File: src/rtl/sha256_msg_padder.sv
// FIPS 180-4 message padder: 32-bit big-endian word stream in, 512-bit padded blocks out.
// Optional SHA_PAD_BLKCNT_EN adds the blk_cnt block counter and the sticky len_ovf flag.
module sha256_msg_padder #(
    parameter int CHUNKSIZE = 512,
    parameter int LEN_W     = 64
) (
    input  logic                 clk,
    input  logic                 reset,
    input  logic                 in_valid,
    output logic                 in_ready,
    input  logic [31:0]          in_data,
    input  logic [2:0]           in_nbytes,
    input  logic                 in_last,
    output logic                 out_valid,
    input  logic                 out_ready,
    output logic [CHUNKSIZE-1:0] out_block,
    output logic                 out_last
`ifdef SHA_PAD_BLKCNT_EN
    ,
    output logic [15:0]          blk_cnt,
    output logic                 len_ovf
`endif
);

    typedef enum logic [1:0] {S_FILL, S_SEND, S_EXTRA} state_t;

    state_t            r_state;
    state_t            w_state_next;
    logic [31:0]       r_words [16];
    logic [3:0]        r_idx;
    logic [LEN_W-1:0]  r_len;
    logic              r_last;
    logic              r_extra;
    logic              r_extra_mark;

    logic [LEN_W-1:0]  w_len_inc;
    logic [LEN_W-1:0]  w_len_sum;
    logic [63:0]       w_len64;
    logic [63:0]       w_rlen64;
    logic [31:0]       w_mask;
    logic [31:0]       w_mark;
    logic [31:0]       w_last_word;
    logic              w_full;
    logic [4:0]        w_t;

    assign out_valid = (r_state != S_FILL);
    assign in_ready  = !out_valid;
    assign out_last  = r_last;

    assign w_len_inc   = LEN_W'({in_nbytes, 3'b000});
    assign w_len_sum   = r_len + w_len_inc;
    assign w_len64     = 64'(w_len_sum);
    assign w_rlen64    = 64'(r_len);
    assign w_full      = (in_nbytes == 3'd4);
    // Index of the word that receives the 0x80 terminator; 16 means it spills into the next block.
    assign w_t         = {1'b0, r_idx} + {4'd0, w_full};
    assign w_last_word = (in_data & w_mask) | w_mark;

    always_comb begin
        w_mask = 32'hFFFF_FFFF;
        w_mark = 32'h0000_0000;
        case (in_nbytes)
            3'd0: begin w_mask = 32'h0000_0000; w_mark = 32'h8000_0000; end
            3'd1: begin w_mask = 32'hFF00_0000; w_mark = 32'h0080_0000; end
            3'd2: begin w_mask = 32'hFFFF_0000; w_mark = 32'h0000_8000; end
            3'd3: begin w_mask = 32'hFFFF_FF00; w_mark = 32'h0000_0080; end
            default: begin w_mask = 32'hFFFF_FFFF; w_mark = 32'h0000_0000; end
        endcase
    end

    for (genvar gi = 0; gi < 16; gi++) begin : g_flat
        assign out_block[CHUNKSIZE-1-32*gi -: 32] = r_words[gi];
    end

    always_ff @(posedge clk) begin
        if (!reset) r_state <= S_FILL;
        else        r_state <= w_state_next;
    end

    always_comb begin
        w_state_next = r_state;
        case (r_state)
            S_FILL:  if (in_valid && (in_last || r_idx == 4'd15)) w_state_next = S_SEND;
            S_SEND:  if (out_ready) w_state_next = r_extra ? S_EXTRA : S_FILL;
            S_EXTRA: if (out_ready) w_state_next = S_FILL;
            default: w_state_next = S_FILL;
        endcase
    end

    always_ff @(posedge clk) begin
        if (!reset) begin
            for (int i = 0; i < 16; i++) r_words[i] <= 32'h0;
            r_idx        <= 4'd0;
            r_len        <= '0;
            r_last       <= 1'b0;
            r_extra      <= 1'b0;
            r_extra_mark <= 1'b0;
        end else begin
            case (r_state)
                S_FILL: if (in_valid) begin
                    r_len <= w_len_sum;
                    if (in_last) begin
                        r_words[r_idx] <= w_last_word;
                        if (w_full && r_idx != 4'd15) r_words[r_idx + 4'd1] <= 32'h8000_0000;
                        if (w_t <= 5'd13) begin
                            r_words[14] <= w_len64[63:32];
                            r_words[15] <= w_len64[31:0];
                            r_last      <= 1'b1;
                            r_extra     <= 1'b0;
                        end else begin
                            r_last       <= 1'b0;
                            r_extra      <= 1'b1;
                            r_extra_mark <= (w_t == 5'd16);
                        end
                    end else begin
                        r_words[r_idx] <= in_data;
                        r_idx          <= r_idx + 4'd1;
                        r_last         <= 1'b0;
                        r_extra        <= 1'b0;
                    end
                end
                S_SEND: if (out_ready) begin
                    r_idx <= 4'd0;
                    for (int i = 0; i < 16; i++) r_words[i] <= 32'h0;
                    if (r_extra) begin
                        // Preload the trailing length-only block while the data block leaves.
                        r_words[0]  <= r_extra_mark ? 32'h8000_0000 : 32'h0;
                        r_words[14] <= w_rlen64[63:32];
                        r_words[15] <= w_rlen64[31:0];
                        r_last      <= 1'b1;
                        r_extra     <= 1'b0;
                    end else begin
                        r_last <= 1'b0;
                        if (r_last) r_len <= '0;
                    end
                end
                S_EXTRA: if (out_ready) begin
                    for (int i = 0; i < 16; i++) r_words[i] <= 32'h0;
                    r_len        <= '0;
                    r_last       <= 1'b0;
                    r_extra_mark <= 1'b0;
                end
                default: ;
            endcase
        end
    end

`ifdef SHA_PAD_BLKCNT_EN
    logic [15:0] r_blk_cnt;
    logic        r_len_ovf;
    logic        w_len_wrap;
    logic        w_out_fire;
    logic        w_in_fire;

    assign w_out_fire = out_valid && out_ready;
    assign w_in_fire  = in_valid && in_ready;
    assign w_len_wrap = (w_len_sum < r_len);
    assign blk_cnt    = r_blk_cnt;
    assign len_ovf    = r_len_ovf;

    always_ff @(posedge clk) begin
        if (!reset) begin
            r_blk_cnt <= 16'h0;
            r_len_ovf <= 1'b0;
        end else if (w_out_fire && r_last) begin
            r_blk_cnt <= 16'h0;
            r_len_ovf <= 1'b0;
        end else begin
            if (w_out_fire && r_blk_cnt != 16'hFFFF) r_blk_cnt <= r_blk_cnt + 16'd1;
            if (w_in_fire && w_len_wrap) r_len_ovf <= 1'b1;
        end
    end
`endif

endmodule

File: config.mk
export PLATFORM = sky130hd
export DESIGN_NAME = sha256_msg_padder
export DESIGN_NICKNAME = d
export VERILOG_FILES = /design/src/rtl/sha256_msg_padder.sv
export SDC_FILE = /design/constraint.sdc
export NUM_CORES = 1
export LEC_CHECK = 0
export ABC_CLOCK_PERIOD_IN_PS = 2550
export CAP_MARGIN = 15
export CORE_MARGIN = 1.5
export CORE_UTILIZATION = 45
export DETAILED_ROUTE_END_ITERATION = 8
export PLACE_DENSITY = 0.75
export SLEW_MARGIN = 0
export SYNTH_ARGS = -nofsm -noshare
export SYNTH_HDL_FRONTEND = slang
export SYNTH_SLANG_ARGS = --single-unit
File: constraint.sdc
create_clock -name clk -period 2.55 [get_ports clk]
set_clock_uncertainty 0.2 [all_clocks]
set_input_delay 0.255 -clock clk [delete_from_list [all_inputs] [get_ports clk]]
set_output_delay 0.255 -clock clk [all_outputs]
set_load 0.02 [all_outputs]
# [Word-level counts from Yosys, hierarchy flattened]
# Memory sizes are Yosys's and may differ from the RTL's.
# Cells that the tools add are included.
[word_totals] regBits=73 mem_bits_rw=512 inputBits=40 out_inout_bits=515 n_memories=1
[op_classes] n_addsub=3 n_lt_le_gt_ge=1 eq_ne=18 n_mux=109 bitwise_logic=40 n_reduce_logical=18
[memory_table] memory="r_words" words=16 word_bits=32 read_ports=16 rd_ports_with_merged_regs=0 wr=16 line_no="29" source="logic [31:0] r_words [16];"
[op_table] cell="$mux 32" n=41
[op_table] cell="$mux 64" n=5
[op_table] cell="$pmux 32 s4" n=2
[op_table] cell="$pmux 64 s3" n=1
[op_table] cell="$add 64x6->64" n=1
[op_table] cell="$reduce_or 32->1" n=2
[op_table] cell="$mux 1" n=46
[op_table] cell="$or 1x1->1" n=38
[op_table] cell="$and 32x32->32" n=1
[op_table] cell="$or 32x32->32" n=1
[op_table] cell="$mux 4" n=5
[op_table] cell="$ne 2x2->1 const B" n=9
[op_table] cell="$mux 2" n=4
[op_table] cell="$pmux 4 s2" n=1
[op_table] cell="$reduce_and 4->1" n=2
[op_table] cell="$eq 3x2->1 const B" n=2
[op_table] cell="$pmux 2 s3" n=1
[op_table] cell="$reduce_and 3->1" n=2
[op_table] cell="$reduce_and 6->1" n=1
[op_table] cell="$reduce_bool 2->1" n=3
[op_table] cell="$add 4x1->5" n=1
[op_table] cell="$eq 5x5->1 const B" n=1
[op_table] cell="$le 5x4->1 const B" n=1
[op_table] cell="$reduce_and 5->1" n=1
[op_table] cell="15 further kinds" n=17

# [Longest topological paths before layout]
[depth] word_depth=13 depth_mapped=12 ltp_nobuf=9

# [Least setup slack after synthesis]
# OpenSTA, ideal clock, no wires.
[synth_timing] path_kind="input -> register" start="input port in_nbytes[2]" end="memory r_words[15][27]" arrival_time_ns=2.520 required_time_ns=2.258 slack_ns=-0.262 stages=11 path_buffers=2 cell_sequence="buf_2 > nor3b_1 > ha_1 > ha_1 > o21ai_1 > o21ai_1 > a21oi_1 > o21a_1 > o21ai_1 > buf_2 > o32ai_1"
[synth_lines] element="start, declared" line_no="12" source="input logic [2:0] in_nbytes,"
[synth_lines] element="end, declared" line_no="29"

==> results.py <==
metrics = {
    "outcome": {
        "status": "finished with violations",
        "violations": "setup timing",
    },
    "logic_synthesis": {
        "syn_area_per_cell_um2": 7.68,
        "yosys_warnings": 0,
        "yosys.area_share.adder_pct": 0.818,
        "synth_nets": 3364,
        "synth_compound_area_share_pct": 21.1,
        "synthCells": 3308,
        "synth-simple-area-share_pct": 26.1,
        "synthMuxAreaShare_pct": 0.360,
        "synth_cell_type_count": 83,
        "syn_area_um2": 25400,
        "synth_ff_type": "dfxtp_1",
        "synth_xor_area_share_pct": 0.207,
        "synth-edff-count": 0,
        "async_flop_share_pct": 0,
        "ys_ff_latch": 582,
        "synth_top_family_by_area": "simple AND/OR/NAND/NOR gates",
        "seq_area_frac_synth_pct": 45.9,
    },
    "placed_design": {
        "numPlacedInstances": 4669,
        "port_buffers": 554,
        "dpl-instance-area_um2": 35000,
        "routabilityCongestion": 1.04,
        "dpl.hpwl_um": 80700,
        "pre_cts_ws_ps": -867,
    },
    "route": {
        "drt-initial-drc-count": 3831,
        "wl_per_cell_um": 24.3,
        "vias_per_cell": 6.19,
        "dr.pass1.iters": 8,
        "vias": 29800,
        "drt-total-wl_um": 117000,
        "ant_nets": 0,
        "drc": 0,
    },
    "clocking": {
        "cts_sinks": 582,
        "clk_latency_ps": 640,
        "cts_tree": "built",
        "cts_buffers": 60,
        "clk_pin_slew_worst_paths_ps": 60,
        "clockRootBuffer": "clkbuf_16",
        "clock_path_buffers": 3,
        "htreeDepth": 2,
    },
    "timing": {
        "max_freq_ghz": 0.376,
        "rsz0062_at_grt": "true",
        "drv_slew": 0,
        "fin_tns_setup_ps": -400,
        "finalCriticalPeriod_ps": 2660,
        "hold_viol_final": 0,
        "relSlewSlack_pct": 53.5,
        "tightestPinTransition_ps": 698,
        "finalSetupViolCount": 14,
        "fin_crit_sh_pct": 104,
        "worst_slack_ps": -112,
    },
    "layout": {
        "layout_commonest_cell": "dfxtp_1",
        "diodes": 0,
        "drive_above_1_share_pct": 17.0,
        "nNetsFinal": 4067,
        "synthToLayoutAreaGrowth_pct": 50.4,
        "final_cells": 4807,
        "final_cell_mix": "dfxtp_1 (569), clkdlybuf4s50_1 (549), nor2_1 (436)",
        "fin_area_um2": 38200,
    },
    "power": {
        "ir_drop_uv": 531,
        "cellPowerDensity_nw_per_um2": 553,
        "finalPower_mw": 21.1,
        "p_leak_nw": 14.1,
    },
    "global_routing": {
        "overflow": 0,
        "antenna_found_initial": 2,
        "grtUsageTotal_pct": 37.6,
        "grt_pass1_vias": 26400,
        "grt_pass1_wl_um": 165000,
        "grt_max_degree": 73,
    },
    "critical_path": {
        "crit_family": "compound AO/OA/AOI/OAI gates",
        "crit_type": "register to register",
        "end_kind": "register",
        "critPathBufInv": 2,
        "worstReg2RegStart": "r_idx[0]",
        "cp_slowest_stage_delay_ps": 400,
        "crit_slowest_cell": "o211ai_4",
        "required_ps": 2860,
        "worstPathCellList": "ha_4 > ha_4 > nand2_2 > o21a_1 > o211ai_4 > buf_12 > buf_12 > o41ai_2 > a222oi_1 > nor2_1",
        "path_max_fanout": 7,
        "ff2ff_setup_slack_ps": -110,
        "crit_arrival_ps": 2970,
        "worstSetupStartpointType": "register",
        "r2r_end": "r_words[15][7]",
        "r2r_cells": 10,
    },
    "hold_path": {
        "hold_path.startpoint": "in_data[0]",
        "hold_depth": 4,
        "holdPathEnd": "r_words[14][0]",
        "min-delay-path-class": "input port to register",
    },
    "die": {
        "std_cell_rows": 86,
        "io_pins": 555,
        "core_area_um2": 55400,
        "die_area_um2": 57900,
        "die_h_um": 241,
        "initial_core_util_pct": 45.8,
        "die_w_um": 241,
    },
    "flow_run": {
        "cap_violations": 0,
    },
}
registers in the layout, summed over array words and instances (netlist names):
| register | cells |
|---|---|
| r_len | 61 |
| r_idx | 4 |
| r_extra_mark | 1 |
| r_words | 512 |
| r_extra | 1 |
| out_last | 1 |
| r_state | 2 |
cell type report:
cell class                 count  area, um2
fill                        4369      17200
clock inverter                16        256
timing repair buffer         980      10300
inverter                      22       82.6
multi-input combinational   2365      13200
sequential                   582      11700
tap                          748        936
clock buffer                  94       1820
cell usage after synthesis, types with 19 or more instances:
cell,n,share of area [%]
o31ai_1,22,0.65
nor2b_1,19,0.47
and2_1,31,0.76
inv_1,20,0.30
nand2_1,399,5.9
o22ai_1,23,0.57
nand3_1,313,6.2
buf_1,24,0.35
a21oi_1,389,7.7
dfxtp_1,582,46
o21ai_0,85,1.7
nand4_1,39,0.96
and3_1,34,0.84
a31oi_1,204,5.0
nor3_1,54,1.1
nor2_1,454,6.7
buf_2,48,0.95
a22oi_1,33,0.98
nor4_1,23,0.57
clkbuf_1,264,3.9
worst max path at each step:
stage                 start         endpoint  cells after the start
6_report           r_idx[0]   r_words[15][7]                     10
5_1_grt            r_idx[0]   r_words[15][7]                     10
4_1_cts            r_len[5]  r_words[14][30]                      8
3_5_place_dp   in_nbytes[2]  r_words[14][30]                     14
3_3_place_gp   in_nbytes[2]   r_words[15][7]                     12
2_1_floorplan    r_state[0]  r_words[14][31]                     11
per-layer routing:
| layer | wire, um | up-vias | GRT usage, % |
|---|---|---|---|
| met5 | 15 | - | 0 |
| met4 | 9840 | 2 | 25.3 |
| met3 | 14100 | 566 | 8.78 |
| met2 | 50100 | 2245 | 57.3 |
| met1 | 42700 | 13800 | 47.5 |
| li1 | - | 13200 | - |
through the flow:
step	utilization, %	hold WS (ps)
after floorplan	-	235
after global placement	63.1	249
after detailed placement	63.1	257
after CTS	67.2	177
after global routing	68.9	224
final	68.9	192
cell families after synthesis:
logic type	count (synthesis)
adders and majority gates	16
and+or+nand+nor	1447
xor gates and xnor gates	6
AOI/OAI and AO/OA	887
muxes	9
DFF	582
buffers and inverters	361
worst reg2reg max path, cell delays in order, from the launching register on:
cell and delay, ps:
dfxtp_4 360, ha_4 170, ha_4 290, nand2_2 60, o21a_1 240, o211ai_4 400, buf_12 200, buf_12 140
o41ai_2 70, a222oi_1 310, nor2_1 100
where the power goes:
part           leakage (nW)  switching [mW]  internal, mW
clock network          1.01            3.83          5.40
registers              4.70          0.0780          9.19
logic                  8.43            1.65         0.992
repair_timing:
| action | in CTS | in global routing |
|---|---|---|
| setup endpoints to repair | 124 | 257 |
| gates cloned | 1 | 6 |
| pin swaps | 6 | 80 |
| hold buffers | 0 | 0 |
| setup buffers | 2 | 21 |
| resized for setup | 27 | 151 |
Power figures use the tool's default switching activity.
